--- config.mk ---
export PLATFORM = sky130hd
export DESIGN_NAME = rf_wb_arb
export DESIGN_NICKNAME = d
export VERILOG_FILES = /design/src/rtl/rf_wb_arb.sv
export SDC_FILE = /design/constraint.sdc
export NUM_CORES = 1
export LEC_CHECK = 0
export ABC_AREA = 1
export CAP_MARGIN = 20
export CORE_MARGIN = 3
export CORE_UTILIZATION = 21
export DETAILED_ROUTE_END_ITERATION = 10
export GPL_TIMING_DRIVEN = 0
export HOLD_SLACK_MARGIN = 0.08
export PLACE_DENSITY = 0.95
export REMOVE_ABC_BUFFERS = 1
export SYNTH_ARGS = -nofsm -noshare
export SYNTH_HDL_FRONTEND = slang
export SYNTH_SLANG_ARGS = --single-unit
--- constraint.sdc ---
create_clock -name clk -period 2.5 [get_ports clk]
set_input_delay 0.25 -clock clk [delete_from_list [all_inputs] [get_ports clk]]
set_output_delay 0.25 -clock clk [all_outputs]
set_load 0.02 [all_outputs]
--- src/rtl/rf_wb_arb.sv ---
// rf_wb_arb -- register-file writeback arbiter.
//
// Two writeback sources share one register-file write port:
//   wb0 : single-cycle pipeline writeback, normally has priority.
//   wb1 : multi-cycle unit return (mul/div/load). It is granted by force once
//         it has waited STARVE_LIMIT consecutive cycles.
// Grants, ready and the write port are all combinational from state + valids.
//
// Optional feature (macro RF_WB_SCOREBOARD_EN): a 32-entry pending-write
// scoreboard. Issue of a multi-cycle op marks its destination busy. A wb1
// transfer clears that mark. Hazard queries on rs/rt and a WAW issue block
// come from it. Without the macro: issue_ready=1 and rs_busy=rt_busy=0.
//
// Ports:
//   clk, rst                         clock, synchronous active-high reset
//   wb0_valid/ready/addr/data        pipeline writeback handshake
//   wb1_valid/ready/addr/data        multi-cycle writeback handshake
//   regw, A3, WD                     register file write port
//   issue_valid/addr, issue_ready    multi-cycle issue (marks pending)
//   rs_addr, rt_addr, rs_busy, rt_busy   hazard queries
module rf_wb_arb #(
    parameter int STARVE_LIMIT = 3
) (
    input  logic        clk,
    input  logic        rst,
    input  logic        wb0_valid,
    output logic        wb0_ready,
    input  logic [4:0]  wb0_addr,
    input  logic [31:0] wb0_data,
    input  logic        wb1_valid,
    output logic        wb1_ready,
    input  logic [4:0]  wb1_addr,
    input  logic [31:0] wb1_data,
    output logic        regw,
    output logic [4:0]  A3,
    output logic [31:0] WD,
    input  logic        issue_valid,
    input  logic [4:0]  issue_addr,
    output logic        issue_ready,
    input  logic [4:0]  rs_addr,
    input  logic [4:0]  rt_addr,
    output logic        rs_busy,
    output logic        rt_busy
);

    localparam logic [0:0] NORM  = 1'b0;
    localparam logic [0:0] FORCE = 1'b1;
    localparam logic [3:0] LIMIT = 4'(STARVE_LIMIT);

    logic [0:0] state_q, state_d;
    logic [2:0] wait_cnt_q, wait_cnt_d;
    logic       g0, g1;

    // Raw grants from state; masked by rst so every output is quiet in reset.
    always_comb begin
        g0 = 1'b0;
        g1 = 1'b0;
        if (state_q == FORCE) begin
            g1 = wb1_valid;
        end else begin
            g0 = wb0_valid;
            g1 = wb1_valid && !wb0_valid;
        end
    end

    assign wb0_ready = g0 && !rst;
    assign wb1_ready = g1 && !rst;

    always_comb begin
        state_d    = state_q;
        wait_cnt_d = wait_cnt_q;
        if (state_q == FORCE) begin
            // In FORCE wb1_ready follows wb1_valid, so this cycle is either
            // the wb1 transfer or wb1 has gone away: leave either way.
            state_d    = NORM;
            wait_cnt_d = 3'd0;
        end else if (wb1_valid && !wb1_ready) begin
            if ({1'b0, wait_cnt_q} + 4'd1 >= LIMIT)
                state_d = FORCE;
            wait_cnt_d = (wait_cnt_q == 3'd7) ? 3'd7 : wait_cnt_q + 3'd1;
        end else begin
            wait_cnt_d = 3'd0;
        end
    end

    always_ff @(posedge clk) begin
        if (rst) begin
            state_q    <= NORM;
            wait_cnt_q <= 3'd0;
        end else begin
            state_q    <= state_d;
            wait_cnt_q <= wait_cnt_d;
        end
    end

    // Write port. A grant to r0 still completes the handshake but never writes.
    always_comb begin
        regw = 1'b0;
        A3   = 5'd0;
        WD   = 32'd0;
        if (wb0_ready) begin
            regw = (wb0_addr != 5'd0);
            A3   = wb0_addr;
            WD   = wb0_data;
        end else if (wb1_ready) begin
            regw = (wb1_addr != 5'd0);
            A3   = wb1_addr;
            WD   = wb1_data;
        end
    end

`ifdef RF_WB_SCOREBOARD_EN
    logic [31:0] busy_q, busy_d;
    logic        wb1_xfer, issue_fire;

    assign wb1_xfer   = wb1_valid && wb1_ready;
    assign issue_fire = issue_valid && issue_ready;

    // Clear first, then set: a same-cycle issue to the register being
    // written back re-marks it pending for the newly issued op.
    always_comb begin
        busy_d = busy_q;
        if (wb1_xfer)
            busy_d[wb1_addr] = 1'b0;
        if (issue_fire)
            busy_d[issue_addr] = 1'b1;
        busy_d[0] = 1'b0;
    end

    always_ff @(posedge clk) begin
        if (rst)
            busy_q <= 32'd0;
        else
            busy_q <= busy_d;
    end

    // A register whose writeback lands this cycle is already visible via the
    // write port, so it is reported not busy.
    assign issue_ready = rst || !busy_q[issue_addr];
    assign rs_busy     = !rst && busy_q[rs_addr] && !(wb1_xfer && wb1_addr == rs_addr);
    assign rt_busy     = !rst && busy_q[rt_addr] && !(wb1_xfer && wb1_addr == rt_addr);
`else
    logic unused_sb;
    assign unused_sb   = ^{issue_valid, issue_addr, rs_addr, rt_addr};
    assign issue_ready = 1'b1;
    assign rs_busy     = 1'b0;
    assign rt_busy     = 1'b0;
`endif

endmodule

# Word-level counts from Yosys, hierarchy flattened
# Index checks and enable logic that the tools add are counted.
totals:
  regBits: 4
  ramBits: 0
  romBits: 0
  in_bits: 94
  mem_count: 0
  elab_cells: 27
  latch_bits: 0
classes:
  addsub: 2
  n_bitwise: 1
  n_div: 0
  reduce_logical: 10
  mux: 10
  n_shift: 0
  mul: 0
  magnitude_cmp: 1
  n_eq_ne: 1
op_table:
  columns: ["cell", "n"]
  rows:
  - ["32-bit two-way mux", 2]
  - ["5-bit two-way mux", 2]
  - ["5-bit nonzero test", 2]
  - ["1-bit two-way mux", 5]
  - ["3-bit by 1-bit adder with 4-bit output, second input constant", 1]
  - ["4-bit by 2-bit greater-or-equal comparator with 1-bit output, second input constant", 1]
  - ["1-bit logical AND", 4]
  - ["3-bit by 1-bit adder with 3-bit output, second input constant", 1]
  - ["3-bit == test, second input constant", 1]
  - ["1-bit logical NOT", 3]
  - ["3-bit two-way mux", 1]
  - ["3-bit OR reduction", 1]
  - ["1-bit inverter", 1]

# Depth between registers and ports, before layout
# Gate-level depths: netlist of run 1.
depth:
  word_depth: 8
  ltp_mapped: 7
  depth_no_buf: 5

# Worst setup path before layout of run 1
# Ideal clock, no wire load.
synth_path:
  path_kind: "register to output"
  startpoint: "register state_q"
  endpoint: "output WD[14]"
  slack_ps: 1233
  arrival_ps: 1017
  n_path_buf: 1
  t_required_ps: 2250
  stages_incl_launch_ff: 5
  cell_sequence: "dfxtp_1 > nor3_2 > buf_2 > nand2_1 > nand2_1"
synth_between:
  word_cells_on_any_way: 6
  classes_between: "mux: 4; reduce/logical: 2"
synth_rtl:
  columns: ["item", "line_no", "text"]
  rows:
  - ["start: declaration", "50", "logic [0:0] state_q, state_d;"]
  - ["start signal: assignment", "91", "state_q <= state_d;"]
  - ["1-bit two-way mux", "58", "if (state_q == FORCE) begin"]
  - ["1-bit logical AND", "66", "assign wb0_ready = g0 && !rst;"]
  - ["via wb0_ready", "27", "output logic wb0_ready,"]
  - ["32-bit two-way mux", "101", "if (wb0_ready) begin"]
  - ["end: declaration", "36", "output logic [31:0] WD,"]
# The timed path passes the listed nets, and every way through them passes these cells.

# Final worst setup path of run 1
layout_path:
  startpoint: "input rst"
  endpoint: "output WD[21]"
layout_between:
  elab_chain_len: 4
  word_cells_on_any_way: 5
  classes_between: "mux: 2; reduce/logical: 3"
layout_lines:
  columns: ["item", "line_no", "text"]
  rows:
  - ["start: declaration", "25", "input logic rst,"]
  - ["1-bit logical NOT *", "66, 67", null]
  - ["1-bit logical AND", "67", "assign wb1_ready = g1 && !rst;"]
  - ["32-bit two-way mux", "105", "end else if (wb1_ready) begin"]
  - ["32-bit two-way mux *", "101", null]
# Every way passes the cells marked *; elsewhere a longest branch is shown, timed or not.

==> reports/metrics.json, run 1 <==
{
  "syn_area_per_cell_um2": 4.55,
  "finish.instance_area_mm2": 0.00196,
  "final-max-slew-violation-count": 0,
  "power_mw": 0.469,
  "rows": 20,
  "clock_latency_ps": 230,
  "route.detailed.drc": 0,
  "grt-ovfl-total": 0,
  "fin_hold_viols": 0,
  "postRouteAntennaNets": 0,
  "cts_max_path_buffers": 2,
  "critical_path_arrival_ps": 2050,
  "wl_per_cell_um": 10.5,
  "fin_util_pct": 62.8,
  "clk_transition_reported_paths_ps": 40,
  "grt_max_degree": 24,
  "initial_antenna_violation_count": 0,
  "fp.dieH_um": 63.8,
  "portBuffers": 117,
  "drv_cap": 0,
  "worstPathRequired_ps": 2250,
  "power.ir.vdd_worst_mv": 0.257,
  "final_nets": 367,
  "outcome": "finished, final reports clean",
  "fin_skew_ps": 0.372,
  "finalWeightedCongestion": 0.674,
  "static-leakage-power_nw": 0.910,
  "nFillCells": 298,
  "post_dp_cell_area_mm2": 0.00191,
  "insertedDiodeCount": 0,
  "starting_utilization_of_the_core_area_pct": 22.4,
  "timing.reg2reg.worst_path_depth": 4,
  "worst-path-max-fanout": 10,
  "ys_seq_area_share_pct": 11.4,
  "areaGrowthSynthToFinish_pct": 180,
  "worstHoldPathType": "flip-flop to flip-flop",
  "fmaxAchievable_ghz": 0.434,
  "fp.dieArea_mm2": 0.00407,
  "route.final.wire_length_mm": 3.30,
  "die_x_um": 63.8,
  "post_synth_inst_count": 154,
  "first_pass_grt_wire_length_mm": 5.37,
  "finalCriticalPeriod_ps": 2300,
  "fin_crit_sh_pct": 92.1,
  "via_count_of_the_first_global_routing_pass": 1288,
  "vias_per_cell": 4.06,
  "end_kind": "output port",
  "cts_tree": "yes",
  "netlist_area_um2": 701,
  "tritoncts_num_sinks": 4,
  "drive_above_1_share_pct": 4.07,
  "detailed_place_hpwl_mm": 2.76,
  "coreArea_mm2": 0.00313,
  "cellPowerDensity_mw_per_mm2": 239,
  "setup.worst_path.start_class": "primary input",
  "detailed_routing_iteration_count_for_the_pre_antenna_repair_pass": 3,
  "grt_setup_unrepaired": "no",
  "gr-usage-all-layers_pct": 15.9,
  "cts_hold_buffers": 0,
  "worstSetupPathType": "primary input to output port",
  "cts.htree.levels": 1,
  "min_delay_path_depth": 2,
  "clock_tree.root_cell": "sky130_fd_sc_hd__clkbuf_4",
  "synth_warnings": 0,
  "detail_route.iter0.violations": 40,
  "synth.lib_cells_used.distinct": 14,
  "dr_total_vias": 1275,
  "dp.cells": 307,
  "tritoncts.num_buffers": 3,
  "final-setup-viol-count": 0,
  "num_io_pins": 137,
  "final_cell_count_no_fill": 314,
  "synth-seq-cells": 4
}
[flip-flops by register name (all words and copies together), names as in the netlist]
signal / flops
state_q: 1
wait_cnt_q: 3
[cell usage in the layout (no fill, tap or decap), types with 3 or more instances in the layout]
| cell type | synthesis | layout |
|---|---|---|
| sky130_fd_sc_hd__clkbuf_4 | 0 | 3 |
| sky130_fd_sc_hd__conb_1 | 2 | 3 |
| sky130_fd_sc_hd__inv_1 | 3 | 3 |
| sky130_fd_sc_hd__nor2_1 | 12 | 11 |
| sky130_fd_sc_hd__buf_4 | 5 | 3 |
| sky130_fd_sc_hd__clkdlybuf4s50_1 | 0 | 117 |
| sky130_fd_sc_hd__nand2_1 | 116 | 116 |
| sky130_fd_sc_hd__dfxtp_1 | 4 | 4 |
[area by class of cell]
cell class | count | area, um2 | share of cell area (%)
Multi-Input combinational cell | 138 | 559 | 28.5
Tap cell | 44 | 55.1 | 2.80
Clock buffer | 3 | 22.5 | 1.15
Inverter | 3 | 11.3 | 0.573
Sequential cell | 4 | 80.1 | 4.08
Timing Repair Buffer | 122 | 1240 | 62.9
[per-layer routing]
layer  GRT usage [%]  share of wire [%]  up-vias
li1                -                  -      684
met1            15.3                 37      530
met2            33.5                 54       59
met3            3.69                8.4        2
met4            2.96               0.58        0
met5               0                  0        -
[timing repair]
item | in CTS | in global routing
resized for setup | 1 | 0
cloned | 0 | 1
setup endpoints to repair | 39 | 19
buffers inserted | 2 | 1
pin swaps | 2 | 1
[path summary, 6_finish.rpt]
check        slack (ps)          start      end
min                 490  wait_cnt_q[1]  state_q
max                 200            rst   WD[21]
min reg2reg         490  wait_cnt_q[1]  state_q
max reg2reg        1440        state_q  state_q
[stage by stage]
step / TNS (ps) / worst slack [ps] / hold slack, ps
2_1_floorplan: 0 / 159 / 433
3_3_place_gp: -45760 / -1160 / 468
3_5_place_dp: -5600 / -249 / 483
4_1_cts: 0 / 12.2 / 489
5_1_grt: 0 / 97.8 / 516
6_report: 0 / 197 / 486
[cell families (layout without fill, tap and decap cells)]
kind of cell    after synthesis  in the layout  synth area share, %
compound gates                2              2                 1.79
fa+ha+maj                     1              1                 1.79
buf+inv                      14            128                 12.1
flops                         4              4                 11.4
other cells                   2              3                 1.07
simple gates                131            132                 71.8
[cell usage after synthesis, drive strengths merged]
library cell / n / share of area, %
a21boi: 1 / 1.1
buf: 11 / 11
nor3: 1 / 1.4
inv: 3 / 1.6
nand2: 116 / 62
conb: 2 / 1.1
nor2: 12 / 6.4
nand3: 1 / 0.71
ha: 1 / 1.8
a21oi: 1 / 0.71
dfxtp: 4 / 11
nand3b: 1 / 1.1
[worst max-delay path: stages]
cell and delay [ps]:
sky130_fd_sc_hd__clkdlybuf4s50_1 460, sky130_fd_sc_hd__inv_1 80, sky130_fd_sc_hd__nand2_1 110, sky130_fd_sc_hd__nor2_2 380, sky130_fd_sc_hd__nand2_1 90, sky130_fd_sc_hd__nand2_1 80, sky130_fd_sc_hd__clkdlybuf4s50_1 600
[power by group]
group / internal (mW) / switching [mW]
combinational: 0.195 / 0.129
clock: 0.0537 / 0.0259
sequential: 0.0650 / 0.000434
Note: power is estimated with default switching activity, not from simulation.
==> inputs of run 2 (changes only) <==
--- a/config.mk
+++ b/config.mk
@@ -13,7 +13,6 @@
 export GPL_TIMING_DRIVEN = 0
 export HOLD_SLACK_MARGIN = 0.08
 export PLACE_DENSITY = 0.95
-export REMOVE_ABC_BUFFERS = 1
 export SYNTH_ARGS = -nofsm -noshare
 export SYNTH_HDL_FRONTEND = slang
 export SYNTH_SLANG_ARGS = --single-unit
==> run 2 against run 1 <==
Effect of this change: largest power group unchanged; sequential share of layout area about the same; total power decreased by 0.57%; combinational power about the same; highest routed layer unchanged; global-route usage increased by 1.2 points; non-clock buffer count increased by 6; register-to-register slack about the same; first-iteration DRC count increased by 15%; sequential power about the same; critical path type unchanged; flip-flop and latch count unchanged; final area decreased by 0.57%; via count increased by 0.39%.
==> reports/metrics.json, run 2 (synthesis gave the netlist of run 1 again) <==
{
  "outcome": "finished, final reports clean",
  "wl_per_cell": {"value": 10.6, "unit": "um", "change": "+1.2%"},
  "r2r_setup_slack": {"value": 1450, "unit": "ps", "change": "about the same"},
  "gr-usage-all-layers": {"value": 17.1, "unit": "%", "change": "+1.2 points"},
  "fmaxAchievable": {"value": 0.435, "unit": "GHz", "change": "+0.27%"},
  "route.detailed.drc": {"value": 0, "change": "unchanged"},
  "cts.htree.levels": {"value": 1, "change": "unchanged"},
  "timing.reg2reg.worst_path_depth": {"value": 4, "change": "unchanged"},
  "grt_setup_unrepaired": "no",
  "tritoncts.num_buffers": {"value": 3, "change": "unchanged"},
  "most-common-layout-cells": "sky130_fd_sc_hd__clkdlybuf4s50_1, sky130_fd_sc_hd__nand2_1, sky130_fd_sc_hd__nor2_1, sky130_fd_sc_hd__buf_2, sky130_fd_sc_hd__buf_4",
  "fin_setup_tns": {"value": 0, "unit": "ps", "change": "unchanged"},
  "clk_transition_reported_paths": {"value": 30, "unit": "ps", "change": "about the same"},
  "r2r_start": "state_q",
  "dr_total_vias": {"value": 1280, "change": "+0.39%"},
  "first_pass_grt_wire_length": {"value": 5.73, "unit": "mm", "change": "+6.7%"},
  "worstSetupPathType": "primary input to output port",
  "via_count_of_the_first_global_routing_pass": {"value": 1340, "change": "+4.0%"},
  "die_x": {"value": 63.8, "unit": "um", "change": "unchanged"},
  "worst_hold_startpoint": "wait_cnt_q[1]",
  "fin_hold_ws": {"value": 500, "unit": "ps", "change": "+13.7 ps"},
  "clock_latency": {"value": 230, "unit": "ps", "change": "about the same"},
  "coreArea": {"value": 0.00313, "unit": "mm2", "change": "unchanged"},
  "critical_path.reg2reg.endpoint": "wait_cnt_q[1]",
  "min_delay_path_depth": {"value": 2, "change": "unchanged"},
  "cts_tree": "yes",
  "starting_utilization_of_the_core_area": {"value": 22.4, "unit": "%", "change": "unchanged"},
  "cts_hold_buffers": {"value": 0, "change": "unchanged"},
  "end_kind": "output port",
  "final-setup-viol-count": {"value": 0, "change": "unchanged"},
  "registers.top_by_ff_count": "wait_cnt_q",
  "detailed_place_hpwl": {"value": 2.97, "unit": "mm", "change": "+7.5%"},
  "final-max-slew-violation-count": {"value": 0, "change": "unchanged"},
  "cts_repair_resize_count": {"value": 0, "change": "-1"},
  "power.ir.vdd_worst": {"value": 0.171, "unit": "mV", "change": "-33%"},
  "power": {"value": 0.466, "unit": "mW", "change": "-0.57%"},
  "grt_max_degree": {"value": 11, "change": "-54%"},
  "fin_hold_viols": {"value": 0, "change": "unchanged"},
  "vias_per_cell": {"value": 4.01, "change": "-1.2%"},
  "fin_util": {"value": 62.4, "unit": "%", "change": "-0.36 points"},
  "finalCriticalPeriod": {"value": 2300, "unit": "ps", "change": "-6.16 ps"},
  "critical_path_arrival": {"value": 2050, "unit": "ps", "change": "about the same"},
  "detail_route.iter0.violations": {"value": 46, "change": "+15%"},
  "fp.dieArea": {"value": 0.00407, "unit": "mm2", "change": "unchanged"},
  "grt-ovfl-total": {"value": 0, "change": "unchanged"},
  "cellPowerDensity": {"value": 239, "unit": "mW/mm2", "change": "about the same"},
  "clock_tree.root_cell": "sky130_fd_sc_hd__clkbuf_4",
  "final_nets": {"value": 372, "change": "+1.4%"},
  "cts_max_path_buffers": {"value": 2, "change": "unchanged"},
  "num_io_pins": {"value": 137, "change": "unchanged"},
  "initial_antenna_violation_count": {"value": 0, "change": "unchanged"},
  "insertedDiodeCount": {"value": 0, "change": "unchanged"},
  "hold_path_end": "state_q",
  "postRouteAntennaNets": {"value": 0, "change": "unchanged"},
  "finalWeightedCongestion": {"value": 0.706, "change": "+4.7%"},
  "worstPathRequired": {"value": 2250, "unit": "ps", "change": "about the same"},
  "static-leakage-power": {"value": 0.930, "unit": "nW", "change": "+2.2%"},
  "postCtsSetupBuffers": {"value": 0, "change": "-2"},
  "rows": {"value": 20, "change": "unchanged"},
  "drive_above_1_share": {"value": 5.45, "unit": "%", "change": "+1.4 points"},
  "worst-path-max-fanout": {"value": 10, "change": "unchanged"},
  "setup.worst_path.start_class": "primary input",
  "detailed_routing_iteration_count_for_the_pre_antenna_repair_pass": {"value": 6, "change": "+3"},
  "tritoncts_num_sinks": {"value": 4, "change": "unchanged"},
  "fin_skew": {"value": 1.59, "unit": "ps", "change": "+1.22 ps"},
  "largest_registers": "wait_cnt_q (3), state_q (1)",
  "portBuffers": {"value": 117, "change": "unchanged"},
  "layout.cells.most_common": "sky130_fd_sc_hd__clkdlybuf4s50_1",
  "route.final.wire_length": {"value": 3.40, "unit": "mm", "change": "+2.8%"},
  "worstHoldPathType": "flip-flop to flip-flop",
  "areaGrowthSynthToFinish_pct": 179,
  "largest_register_ffs": {"value": 3, "change": "unchanged"},
  "drv_cap": {"value": 0, "change": "unchanged"},
  "fp.dieH": {"value": 63.8, "unit": "um", "change": "unchanged"},
  "fin_crit_sh": {"value": 91.9, "unit": "%", "change": "-0.25 points"}
}
## run 2: power breakdown
part	total (mW)	internal, mW	switching (mW)
sequential	0.0656	0.0651	0.000444
clock	0.0787	0.0536	0.0251
combinational	0.322	0.194	0.128
## run 2: worst max-delay path by stage
stage | start | to | slack, ps
after detailed placement | rst | WD[4] | 200
after floorplan | state_q | WD[14] | 1230
after CTS | rst | WD[4] | 200
after global placement | rst | WD[12] | 230
after global routing | rst | WD[4] | 60
final | rst | WD[4] | 200
## run 2: metal layers
metal / global-route usage [%] / routed length (um) / up-vias
met5: 0 / 0 / -
met4: 5.12 / 24 / 0
met1: 17.0 / 1240 / 527
met2: 33.6 / 1830 / 59
li1: - / - / 691
met3: 5.10 / 296 / 3
## run 2: final cells by class
| type | instances | area (um2) |
|---|---|---|
| Fill cell | 285 | 1170 |
| Timing Repair Buffer | 117 | 1170 |
| Multi-Input combinational cell | 137 | 539 |
| Sequential cell | 4 | 80.1 |
| Buffer | 11 | 73.8 |
| Tap cell | 44 | 55.1 |
| Clock buffer | 3 | 22.5 |
| Inverter | 3 | 11.3 |
## run 2: critical path, cell delays in order
cell                              delay (ps)
sky130_fd_sc_hd__clkdlybuf4s50_1         440
sky130_fd_sc_hd__inv_1                    60
sky130_fd_sc_hd__nand2_1                  40
sky130_fd_sc_hd__nor2_1                  160
sky130_fd_sc_hd__buf_4                   200
sky130_fd_sc_hd__buf_6                   150
sky130_fd_sc_hd__nand2_1                  60
sky130_fd_sc_hd__nand2_1                  60
sky130_fd_sc_hd__clkdlybuf4s50_1         610
## run 2: stage by stage
stage                     cell area (um2)  setup WS (ps)  instances
final                                1950            203        319
after global routing                 1950           62.7        319
after CTS                            1950            198        319
after detailed placement             1930            202        316
after global placement               1930            227        316
after floorplan                       704           1230        155
==> inputs of run 3 (changes only) <==
--- a/config.mk
+++ b/config.mk
@@ -13,6 +13,7 @@
 export GPL_TIMING_DRIVEN = 0
 export HOLD_SLACK_MARGIN = 0.08
 export PLACE_DENSITY = 0.95
+export SLEW_MARGIN = 40
 export SYNTH_ARGS = -nofsm -noshare
 export SYNTH_HDL_FRONTEND = slang
 export SYNTH_SLANG_ARGS = --single-unit
==> results of run 3 <==
The final DEF is identical to that of run 2; final timing and power are the same.
